[src/rtl/iotdf_src_arb.sv]
// IOTDF front-end scheduler: round-robin over NSRC requesters, 128-bit item -> 16 MSB-first bytes.
// Define IOTDF_ARB_FIXED_PRI_EN for fixed lowest-index-wins priority instead of round-robin.
module iotdf_src_arb #(
   parameter int NSRC        = 4,
   parameter int ROUND_ITEMS = 8
) (
   input  logic                 clk,
   input  logic                 rst_n,
   input  logic                 en,
   input  logic [2:0]           fn_cfg,
   input  logic                 fn_cfg_we,
   input  logic [NSRC-1:0]      src_req,
   input  logic [NSRC*128-1:0]  src_data,
   output logic [NSRC-1:0]      src_gnt,
   output logic                 in_en,
   output logic [7:0]           iot_in,
   output logic [2:0]           fn_sel,
   input  logic                 busy,
   input  logic                 valid,
   input  logic [127:0]         iot_out,
   output logic                 res_valid,
   output logic [127:0]         res_data,
   output logic [15:0]          res_count,
   output logic                 round_done
);

   localparam int PW = $clog2(NSRC);
   localparam int CW = $clog2(ROUND_ITEMS + 1);

   typedef enum logic [1:0] {IDLE, SEND, DRAIN} state_t;

   state_t          r_state;
   logic [PW-1:0]   r_ptr;
   logic [127:0]    r_shift;
   logic [3:0]      r_idx;
   logic [CW-1:0]   r_item_cnt;
   logic            r_rd_pend;
   logic            r_vlow;

   logic            w_any;
   logic [PW-1:0]   w_win;
   logic [NSRC-1:0] w_onehot;
   logic [127:0]    w_item;
   logic [PW-1:0]   w_ptr_nxt;
   logic            w_last_cnt;

   always_comb begin
      w_any = 1'b0;
      w_win = '0;
`ifdef IOTDF_ARB_FIXED_PRI_EN
      for (int i = NSRC - 1; i >= 0; i--) begin
         if (src_req[i]) begin
            w_any = 1'b1;
            w_win = PW'(i);
         end
      end
`else
      // Search starts at the pointer and wraps; first hit wins.
      for (int i = 0; i < NSRC; i++) begin
         if (!w_any && src_req[(int'(r_ptr) + i) % NSRC]) begin
            w_any = 1'b1;
            w_win = PW'((int'(r_ptr) + i) % NSRC);
         end
      end
`endif
   end

   assign w_onehot   = NSRC'(1) << w_win;
   assign w_item     = src_data[int'(w_win)*128 +: 128];
   assign w_ptr_nxt  = (int'(w_win) == NSRC - 1) ? '0 : w_win + 1'b1;
   assign w_last_cnt = (r_item_cnt == CW'(ROUND_ITEMS - 1));

   always_ff @(posedge clk) begin
      if (!rst_n) begin
         r_state    <= IDLE;
         r_ptr      <= '0;
         r_shift    <= '0;
         r_idx      <= '0;
         r_item_cnt <= '0;
         r_rd_pend  <= 1'b0;
         r_vlow     <= 1'b0;
         src_gnt    <= '0;
         in_en      <= 1'b0;
         iot_in     <= '0;
         fn_sel     <= '0;
         res_valid  <= 1'b0;
         res_data   <= '0;
         res_count  <= '0;
         round_done <= 1'b0;
      end else begin
         src_gnt    <= '0;
         in_en      <= 1'b0;
         r_rd_pend  <= 1'b0;
         round_done <= r_rd_pend;
         res_valid  <= valid;
         if (valid) res_data <= iot_out;
         // A coincident result still counts toward the freshly cleared total.
         if (r_state == IDLE && fn_cfg_we)
            res_count <= {15'd0, valid};
         else if (valid && res_count != 16'hFFFF)
            res_count <= res_count + 16'd1;

         case (r_state)
            IDLE: begin
               if (fn_cfg_we) begin
                  fn_sel     <= fn_cfg;
                  r_item_cnt <= '0;
               end
               if (en && w_any) begin
                  src_gnt <= w_onehot;
                  r_shift <= w_item;
                  r_idx   <= '0;
                  r_ptr   <= w_ptr_nxt;
                  r_state <= SEND;
               end
            end
            SEND: begin
               if (!busy) begin
                  in_en   <= 1'b1;
                  iot_in  <= r_shift[127:120];
                  r_shift <= {r_shift[119:0], 8'h00};
                  r_idx   <= r_idx + 4'd1;
                  if (r_idx == 4'd15) begin
                     if (w_last_cnt) begin
                        r_item_cnt <= '0;
                        r_rd_pend  <= 1'b1;
                     end else begin
                        r_item_cnt <= r_item_cnt + CW'(1);
                     end
                     // Next item loads under byte 15 so its byte 0 follows with no bubble.
                     if (en && w_any) begin
                        src_gnt <= w_onehot;
                        r_shift <= w_item;
                        r_idx   <= '0;
                        r_ptr   <= w_ptr_nxt;
                     end else if (!en) begin
                        r_vlow  <= 1'b0;
                        r_state <= DRAIN;
                     end else begin
                        r_state <= IDLE;
                     end
                  end
               end
            end
            DRAIN: begin
               if (!valid) begin
                  if (r_vlow) r_state <= IDLE;
                  r_vlow <= 1'b1;
               end else begin
                  r_vlow <= 1'b0;
               end
            end
            default: r_state <= IDLE;
         endcase
      end
   end

endmodule
[config.mk]
export PLATFORM = sky130hd
export DESIGN_NAME = iotdf_src_arb
export DESIGN_NICKNAME = d
export VERILOG_FILES = /design/src/rtl/iotdf_src_arb.sv
export SDC_FILE = /design/constraint.sdc
export NUM_CORES = 1
export LEC_CHECK = 0
export CAP_MARGIN = 0
export CORE_AREA = 2 2 313 315
export DETAILED_ROUTE_END_ITERATION = 10
export DIE_AREA = 0 0 315 317
export HOLD_SLACK_MARGIN = 0.12
export SLEW_MARGIN = 20
export SYNTH_ARGS = -nofsm -noshare
export SYNTH_HDL_FRONTEND = slang
export SYNTH_SLANG_ARGS = --single-unit
[constraint.sdc]
create_clock -name clk -period 2.68 [get_ports clk]
set_input_delay 0.402 -clock clk [delete_from_list [all_inputs] [get_ports clk]]
set_output_delay 0.402 -clock clk [all_outputs]
set_load 0.02 [all_outputs]
==> out/results.txt, run 1 <==
The tools report the max-cap check violation count as 0. The worst hold path begins at rst_n. The area of the core came out at 96300 µm². For the final database, setup skew stands at 30.1 ps. For the worst max-slew margin expressed relative to the limit, the log shows 0.433.

The critical register-to-register path startpoint was r_ptr[0]. Detailed routing inserted a total of 20.3k vias. The switching part of the total power was 0.302. The element type at the critical path start is an input port. The number of gates resized after CTS was 0. The logs give 0 for the count of unresolved DRC violations after routing and 17500 µm² for the total standard cell area after synthesis. The Yosys step of the flow raised 0 warnings. The first global-routing pass estimated 129000 µm of wire. The run gives 4333 as the filler-free cell count of the finished design. The insertion delay of the later-clocked pin in the worst-skew pair was 590 ps; the via count normalized by instance count was 4.68. The switching power of the nets is 4620 µW, and the number of H-tree levels is 2.

Share of the core filled with cells in the final layout: 0.305. The most used standard cell by instance count after synthesis was sky130_fd_sc_hd__dfxtp_1. The peak supply drop was 0.343 mV.

Counting distinct cell types in the post-synthesis netlist gives 49. Once detailed placement completed, the half-perimeter wirelength came to 73200 µm. The top fanout value on the critical path is 56.

The clock network power share is 0.383, and the number of hold violations in the final report is 0. Once placement finished, the instance area stood at 27900 µm². Setup violations remaining at the end of the flow were counted as 0. Number of antenna violations at the first check in global routing: 42. The max-slew violation count was 0; the net count reported at finish was 3674. At the pin with the least slew margin, the transition time is 851 ps.

The worst hold path terminates at res_count[0]. Dividing the detail-routed wire length by the instance count gives 21.4 µm. The critical path in this run is classified as in2reg. The tools report the nature of the critical path endpoint as a register. The flow ran to the end, and the final reports show no timing, DRC or antenna violations. The number of nets produced by synthesis is 2904, and the global placer's final weighted congestion is 0.896. Along the worst hold path, the cell count comes to 2. The power density of the placed cells works out to 521 nW/µm².

The signal arrival time at the worst endpoint is 2860 ps. The average instance in the mapped netlist occupies 7.80 µm². The endpoint identified for the worst register-to-register timing path is r_shift[46]. TritonCTS built the clock tree. The die width was 315 µm; the post-route setup TNS was 0 ps.

The commonest cells after synthesis are sky130_fd_sc_hd__dfxtp_1, sky130_fd_sc_hd__and3_1, sky130_fd_sc_hd__o21ai_0. The share of layout cells above drive strength 1 came out at 0.0772. In this run, placement finished with an instance count of 4246. The run gives 3120 ps as the required arrival time at the worst endpoint.

The first routing iteration left 1494 violations. The port buffer count was 814. Summing all non-filler instances in the final layout gives an area of 29400 µm². Cell internal power was estimated by the tool at 10700 µW.

The number of antenna-violating nets in the routed design is 0. The share of flip-flops with an asynchronous set or reset is 0, and the clock transition at the registers of the reported paths is 60 ps. In this run the count of I/O pins placed on the die edge is 815.

Timing would allow up to 414 MHz. The logs give 0.182 for the effective utilization at floorplan and 0.174 for the all-layer global routing usage. TritonCTS created 41 clock buffers. Setup repair after global routing left no endpoint under its margin. After global routing the overflow that remains totals 0. The design draws 15300 µW. For this block, the routed nets add up to 92800 µm of wire. For the number of sinks handled by clock tree synthesis, the log shows 304. The tools report the via count of the first global-routing pass as 19.5k. For the sequential cell area fraction in the yosys report, the log shows 0.348.

The number of detailed-routing iterations run before antenna repair came out at 6. Reg-to-reg setup timing slack: 360 ps. The cell count after synthesis came out at 2244. The floorplan step defined a die boundary enclosing 99900 µm². The top cell type's share of synthesized area was 0.348; the number of flops mapped to enable cells by yosys was 0.

The post-route minimum period came out at 2420 ps. Sorting the synthesized cells by area gives the leading types as sky130_fd_sc_hd__dfxtp_1, sky130_fd_sc_hd__and3_1, sky130_fd_sc_hd__mux2i_1, sky130_fd_sc_hd__a21boi_0, sky130_fd_sc_hd__o21ai_0. The worst hold path belongs to the class in2reg.

Measured along the y axis, the die boundary spans 317 µm. For the multi-input gate area in the final layout, the log shows 10500 µm². Entering global routing, the biggest net connects 81 pins.

In this run the core area contains 114 standard-cell rows. The root buffer cell chosen for the clock tree is sky130_fd_sc_hd__clkbuf_16. Of all cell types, the one taking the most synthesized area is sky130_fd_sc_hd__dfxtp_1. After filler insertion, the fill cell instance count of the layout stands at 10.2k.

The post-synthesis sequential element count was 304; the relative contribution of combinational cells to total power was 0.283. The post-route clock period utilization was 0.902; the clock tree buffer depth was 3. The worst register-to-register path has a depth of 7. In this run the static leakage power is 0.0114 µW. The area growth from synthesis to layout is 67.8%.

In the final layout, flip-flops and latches occupy 6090 µm². For the part of the power in registers, the log shows 0.334. Most common flop cell mapped by yosys: sky130_fd_sc_hd__dfxtp_1.
-- cell families (layout without fill, tap and decap cells) --
group	Yosys count	count (layout)	share of synthesized area
buf+inv	248	1047	0.0575
simple gates	627	627	0.195
xor+xnor	9	9	0.00450
fa+ha+maj	7	7	0.00500
flops	304	304	0.348
other cells	0	14	0
mux	146	146	0.0836
compound gates	903	903	0.307
-- through the flow --
stage	hold slack, ps	setup WS, ps
after floorplan	412	585
after global placement	424	-392
after detailed placement	419	-346
after CTS	243	277
after global routing	278	182
final	286	262
-- repair_timing --
action / 4_1_cts / 5_1_grt
endpoints found under the hold margin: 1 / 0
hold buffers: 1 / 0
buffers inserted: 0 / 0
-- cell usage in the layout, fill, tap and decap left out, drive strengths merged, types with 123 or more instances in the layout --
master / Yosys / final
nor2: 161 / 161
buf: 32 / 154
o21ai: 371 / 371
clkdlybuf4s50: 0 / 812
dfxtp: 304 / 304
a21oi: 141 / 141
and3: 247 / 247
a21boi: 241 / 241
nand2b: 123 / 123
mux2i: 145 / 145
-- how the worst max path moves through the flow --
stage | start | endpoint | slack [ps] | depth (start not counted)
3_5_place_dp | src_req[1] | r_shift[46] | -350 | 8
5_1_grt | src_req[1] | r_shift[46] | 180 | 8
3_3_place_gp | src_req[1] | r_shift[46] | -390 | 8
2_1_floorplan | src_req[2] | r_ptr[1] | 590 | 9
4_1_cts | src_req[1] | r_shift[46] | 280 | 8
6_report | src_req[1] | r_shift[46] | 260 | 8
-- per-layer routing --
metal,wire length [µm],share of wire,vias to the layer above,track usage
met3,7820,0.084,186,0.0467
li1,-,-,9664,-
met5,213,0.0023,-,0
met4,3260,0.035,34,0.0617
met2,46400,0.50,866,0.312
met1,35100,0.38,9527,0.198
-- critical path, stage by stage --
cell and delay, ps:
sky130_fd_sc_hd__clkdlybuf4s50_1 560, sky130_fd_sc_hd__nor2_1 90, sky130_fd_sc_hd__or4b_4 600, sky130_fd_sc_hd__buf_12 200, sky130_fd_sc_hd__buf_12 200, sky130_fd_sc_hd__and3_1 200, sky130_fd_sc_hd__o21ai_0 390, sky130_fd_sc_hd__a31oi_1 140
-- flip-flops by register name (all words and copies together), names as in the netlist --
name	cells
in_en	1
r_vlow	1
fn_sel	3
iot_in	8
res_count	16
res_data	128
res_valid	1
r_item_cnt	4
r_ptr	2
r_state	2
r_rd_pend	1
r_idx	4
r_shift	128
src_gnt	4
round_done	1
-- power by group through the flow --
stage	clock network (µW)	registers (µW)	logic (µW)
2_1_floorplan	0	5260	1870
3_3_place_gp	0	5200	4320
3_5_place_dp	0	5200	4330
4_1_cts	6030	5110	4350
5_1_grt	6190	5140	4670
6_report	5860	5110	4320
-- layout make-up --
cell class | count | area share
Sequential cell | 304 | 0.207
Tap cell | 1276 | 0.0544
Timing Repair Buffer | 967 | 0.332
Antenna cell | 14 | 0.00119
Inverter | 8 | 0.00119
Clock inverter | 18 | 0.00882
Clock buffer | 54 | 0.0393
Multi-Input combinational cell | 1692 | 0.356
Power figures use the tool's default switching activity.
==> inputs of run 2 (changes only) <==
SKIP_LAST_GASP = 1   (was default)
==> results of run 2 <==
The final DEF is identical to that of run 1; final timing and power are the same.
==> inputs of run 3 (changes only) <==
ABC_AREA = 1   (was default)
CORE_AREA = 2 2 314 316   (was 2 2 313 315)
CTS_CLUSTER_SIZE = 25   (was default)
DIE_AREA = 0 0 316 318   (was 0 0 315 317)
GPL_TIMING_DRIVEN = 0   (was default)
==> run 3 against run 2 <==
  * The run now ends with negative setup slack left
  * Worst hold slack better by 32 ps
  * Routed wire length up 28%
  * Synthesized cell count up 24%
  * Final area about the same
  * Register-to-register slack worse by 360 ps
  * Clock-buffer cell count up 2
  * Non-clock buffer count up 129
  * Area after synthesis up 0.42%
  * Sequential share of layout area about the same
  * Setup slack worse by 260 ps
  * First-iteration DRC count up 44%
  * Critical path type is now reg2reg
  * Largest cell class unchanged
==> out/results.txt, run 3 <==
The run finished, with violations left. The checks that failed: negative setup slack. For the post-route setup TNS, the log shows -0.231 ps (-0.231 ps).

The port buffer count is 812 (-0.25%). The worst max-slew margin expressed relative to the limit is 0.247 (-0.186). The root buffer cell chosen for the clock tree is sky130_fd_sc_hd__clkbuf_16. The logs give 2 (unchanged) for the number of H-tree levels and 6 (unchanged) for the number of detailed-routing iterations run before antenna repair. The insertion delay of the later-clocked pin in the worst-skew pair was 580 ps (about the same); the number of different library cells in the post-synthesis netlist was 32 (-35%).

The top fanout value on the critical path works out to 10 (-82%). TritonCTS built the clock tree. The clock transition at the registers of the reported paths works out to 60 ps (about the same).

In this run the critical register-to-register path is launched from r_ptr[0]. Number of antenna-violating nets in the routed design: 0 (unchanged). The worst hold path stage count came out at 3 (+1).

The number of antenna violations at the first check in global routing came out at 45 (+7.1%). The post-route clock period utilization was 1.00 (+0.0980); the first-pass GRT wire length was 163000 µm (+26%). The hold path endpoint is res_data[45]. All-layer global routing usage: 0.223 (+0.0488). The via count normalized by instance count came out at 4.82 (+2.9%). The reported leakage power came out at 0.0121 µW (+6.7%). The number of CTS-inserted buffers was 40 (-2.4%); the overall via count from detail_route was 24.0k (+18%). The logs give 1 (+1) for the number of endpoints failing setup at the final stage and 10.7k (+5.1%) for the number of inserted filler cells in the final layout.

The fraction of the mapped netlist area in adder cells is 0.00498 (-0.0000210). The cell count after synthesis is 2777 (+24%), and the xor/xnor cell area share of the yosys netlist is 0.00349 (-0.00102). Setup repair after global routing could not meet its margin everywhere. Die height: 318 µm (+0.32%). The number of nets produced by synthesis was 3437 (+18%).

The run gives 95700 µm (+31%) as the total half-perimeter wirelength after legalization and detailed placement. For the final worst clock skew, the log shows 30.9 ps (+0.821 ps). The element type at the critical path start is a register. The maximum number of pins on one net before global-route repair was 13 (-84%).

The share of synthesized cell area in and, or, nand and nor gates is 0.419 (+0.225), and the count of yosys warnings during synthesis is 0 (unchanged). The required arrival time at the worst endpoint came out at 3190 ps (+70 ps). The number of flops mapped to enable cells by yosys is 0 (unchanged), and the top cell type's share of synthesized area is 0.346 (-0.00146). The tools report the max-slew violation count as 0 (unchanged). The tools report the clock tree buffer depth as 3 (unchanged). The area of the core was 97400 µm² (+1.2%); the starting DRC count in detailed routing was 2154 (+44%). The logs give 0 (unchanged) for the max-cap check violation count and 22.6k (+16%) for the via count of the first global-routing pass. The post-synthesis sequential element count works out to 304 (unchanged).

Peak supply drop: 0.504 mV (+47%). The share of flip-flops with an asynchronous set or reset is 0 (unchanged), and the final setup slack of the worst path is -0.231 ps (-263 ps). Die width: 316 µm (+0.32%). By count the netlist is led by sky130_fd_sc_hd__nand3_1, sky130_fd_sc_hd__nand2_1, sky130_fd_sc_hd__nor2_1. Reg-to-reg setup timing slack: -0.2 ps (-360 ps). The number of sinks handled by clock tree synthesis is 304 (unchanged).

The highest attainable clock frequency is 373 MHz (-9.8%), and the transition time at the pin with the least slew margin is 1130 ps (+279 ps). The largest registers in the layout are r_shift (128), res_data (128), res_count (16). The per-cell routed wire length came out at 23.9 µm (+11%). Power density of the placed cells: 1020 nW/µm² (+95%). The kind of critical path is reg2reg. By area, the combinational part of the netlist is dominated by simple AND/OR/NAND/NOR gates. Sequential cell area fraction in the yosys report: 0.346 (-0.00146).

Cell taking the most area after synthesis: sky130_fd_sc_hd__dfxtp_1. The tools report the number of instances in the placed design as 4876 (+15%). The number of rows created at floorplan is 115 (+0.88%).

Path class of the lowest-slack min-delay path: in2reg. The number of top-level pins was 815 (unchanged); the complex-gate fraction of the synthesized area was 0.123 (-0.184). For the total standard cell area after synthesis, the log shows 17600 µm² (+0.42%). The number of buffers inserted for hold repair after clock tree synthesis is 0 (-1). After synthesis, the cell types taking the most area are sky130_fd_sc_hd__dfxtp_1, sky130_fd_sc_hd__nand3_1, sky130_fd_sc_hd__nand2_1, sky130_fd_sc_hd__nand4_1, sky130_fd_sc_hd__o21ai_0. The number of hold violations in the final report was 0 (unchanged). The worst register-to-register path ends at r_shift[56].

The relative area change from synthesis to final layout works out to 67.2%. The logic depth of the worst register-to-register path works out to 13 (+6). In this run the most critical hold path is launched from valid. The total overflow reported by the global router came out at 0 (unchanged). For the global placer's final weighted congestion, the log shows 0.976 (+8.8%).

In the layout the commonest cells are sky130_fd_sc_hd__clkdlybuf4s50_1, sky130_fd_sc_hd__nand3_1, sky130_fd_sc_hd__nand2_1. The post-route minimum period is 2680 ps (+263 ps). The share of layout cells above drive strength 1 came out at 0.0792 (+0.00194). Among all cell types in the netlist, the one instantiated most often is sky130_fd_sc_hd__nand3_1. The most common flop cell mapped by yosys was sky130_fd_sc_hd__dfxtp_1.

The signal arrival time at the worst endpoint was 3190 ps (+330 ps). The commonest non-fill, non-tap cell in the layout was sky130_fd_sc_hd__clkdlybuf4s50_1. For the effective utilization at floorplan, the log shows 0.180 (-0.00136). The post-detailed-routing wire length was 119000 µm (+28%); the die area was 100000 µm² (+0.63%).

The count of unresolved DRC violations after routing was 0 (unchanged). The nature of the critical path endpoint is a register. Net count reported at finish: 4306 (+17%). The per-instance average area after synthesis was 6.33 µm² (-19%); the fraction of synthesized area in multiplexers was 0 (-0.0836). The tools report the filler-free cell count of the finished design as 4980 (+15%).
[run 3: cell types whose count changed after synthesis, moves of 41 or more]
cell / change
sky130_fd_sc_hd__o21ai_1: -140
sky130_fd_sc_hd__a21boi_0: -150
sky130_fd_sc_hd__nand2b_1: -123
sky130_fd_sc_hd__nor2_1: +151
sky130_fd_sc_hd__inv_1: +150
sky130_fd_sc_hd__a21boi_1: -90
sky130_fd_sc_hd__nand2_1: +438
sky130_fd_sc_hd__and3_1: -246
sky130_fd_sc_hd__nand3_1: +505
sky130_fd_sc_hd__a31oi_1: -122
sky130_fd_sc_hd__o21ai_0: +41
sky130_fd_sc_hd__mux2i_1: -145
sky130_fd_sc_hd__nand4_1: +258
sky130_fd_sc_hd__buf_2: +63
[run 3: timing repair]
item	CTS	global route
pin swaps	1	5
buffers inserted	4	13
gates cloned	0	1
hold endpoints to repair	0	0
gates resized for setup	78	173
setup endpoints to repair	140	136
[run 3: layer usage]
metal  up-vias  wire (µm)  track usage
met4        38       3800       0.0733
li1      11267          -            -
met2      1150      51600        0.340
met5         -        226            0
met1     11320      51700        0.296
met3       215      11500       0.0693
[run 3: metrics by stage]
stage / instance area [µm²] / worst slack, ps / total power [µW] / utilization / hold slack [ps]
floorplan: 17600 / 551 / 15100 / - / 390
global placement: 27300 / -1330 / 22500 / 0.280 / 417
detailed placement: 27300 / -1400 / 22600 / 0.280 / 418
CTS: 28800 / -36.4 / 28600 / 0.296 / 257
global route: 29400 / -128 / 31500 / 0.301 / 318
finish: 29400 / -0.231 / 29900 / 0.302 / 318
[run 3: how the worst max path moves through the flow]
stage / to / slack, ps / start / depth (start not counted)
after floorplan: r_ptr[1] / 550 / r_ptr[0] / 13
after global routing: r_shift[52] / -130 / r_ptr[0] / 16
after global placement: r_shift[53] / -1330 / src_req[1] / 14
final: r_shift[56] / -0.2 / r_ptr[0] / 13
after CTS: r_shift[18] / -40 / r_ptr[0] / 15
after detailed placement: r_shift[18] / -1400 / src_req[3] / 14
[run 3: cells by family (layout without fill, tap and decap cells)]
logic type / Yosys count / count (layout)
other: 0 / 17
XOR/XNOR: 7 / 7
AND/OR/NAND/NOR: 1597 / 1597
adder cells (fa/ha/maj): 7 / 7
buffers and inverters: 432 / 1331
AO/OA/AOI/OAI: 430 / 430
flip-flops: 304 / 304
[run 3: critical path, stage by stage, from the launching register on]
cell and delay (ps):
sky130_fd_sc_hd__dfxtp_1 310, sky130_fd_sc_hd__buf_6 130, sky130_fd_sc_hd__buf_4 130, sky130_fd_sc_hd__nand2_1 80, sky130_fd_sc_hd__nand3_1 100, sky130_fd_sc_hd__nand2_1 130, sky130_fd_sc_hd__inv_1 90, sky130_fd_sc_hd__nand3_2 180
sky130_fd_sc_hd__buf_4 320, sky130_fd_sc_hd__clkbuf_2 300, sky130_fd_sc_hd__nand4_1 350, sky130_fd_sc_hd__nand3_1 200, sky130_fd_sc_hd__nand3_1 130, sky130_fd_sc_hd__a21oi_1 150
[run 3: report_power, final]
part / switching, µW / internal (µW) / total, µW
Clock: 2360 / 3240 / 5590
Sequential: 535 / 5440 / 5980
Combinational: 12200 / 6100 / 18300
Total: 15100 / 14800 / 29900
[run 3: final cells by class]
type,count,area (µm²),share of cell area
repair buffers,830,8320,0.283
plain buffers,266,1480,0.0505
diodes,17,42.5,0.00145
flip-flops and latches,304,6090,0.207
clock buffers,56,1160,0.0396
well taps,1287,1610,0.0548
inverters,163,614,0.0209
clock inverters,16,163,0.00554
multi-input cells,2041,9900,0.337
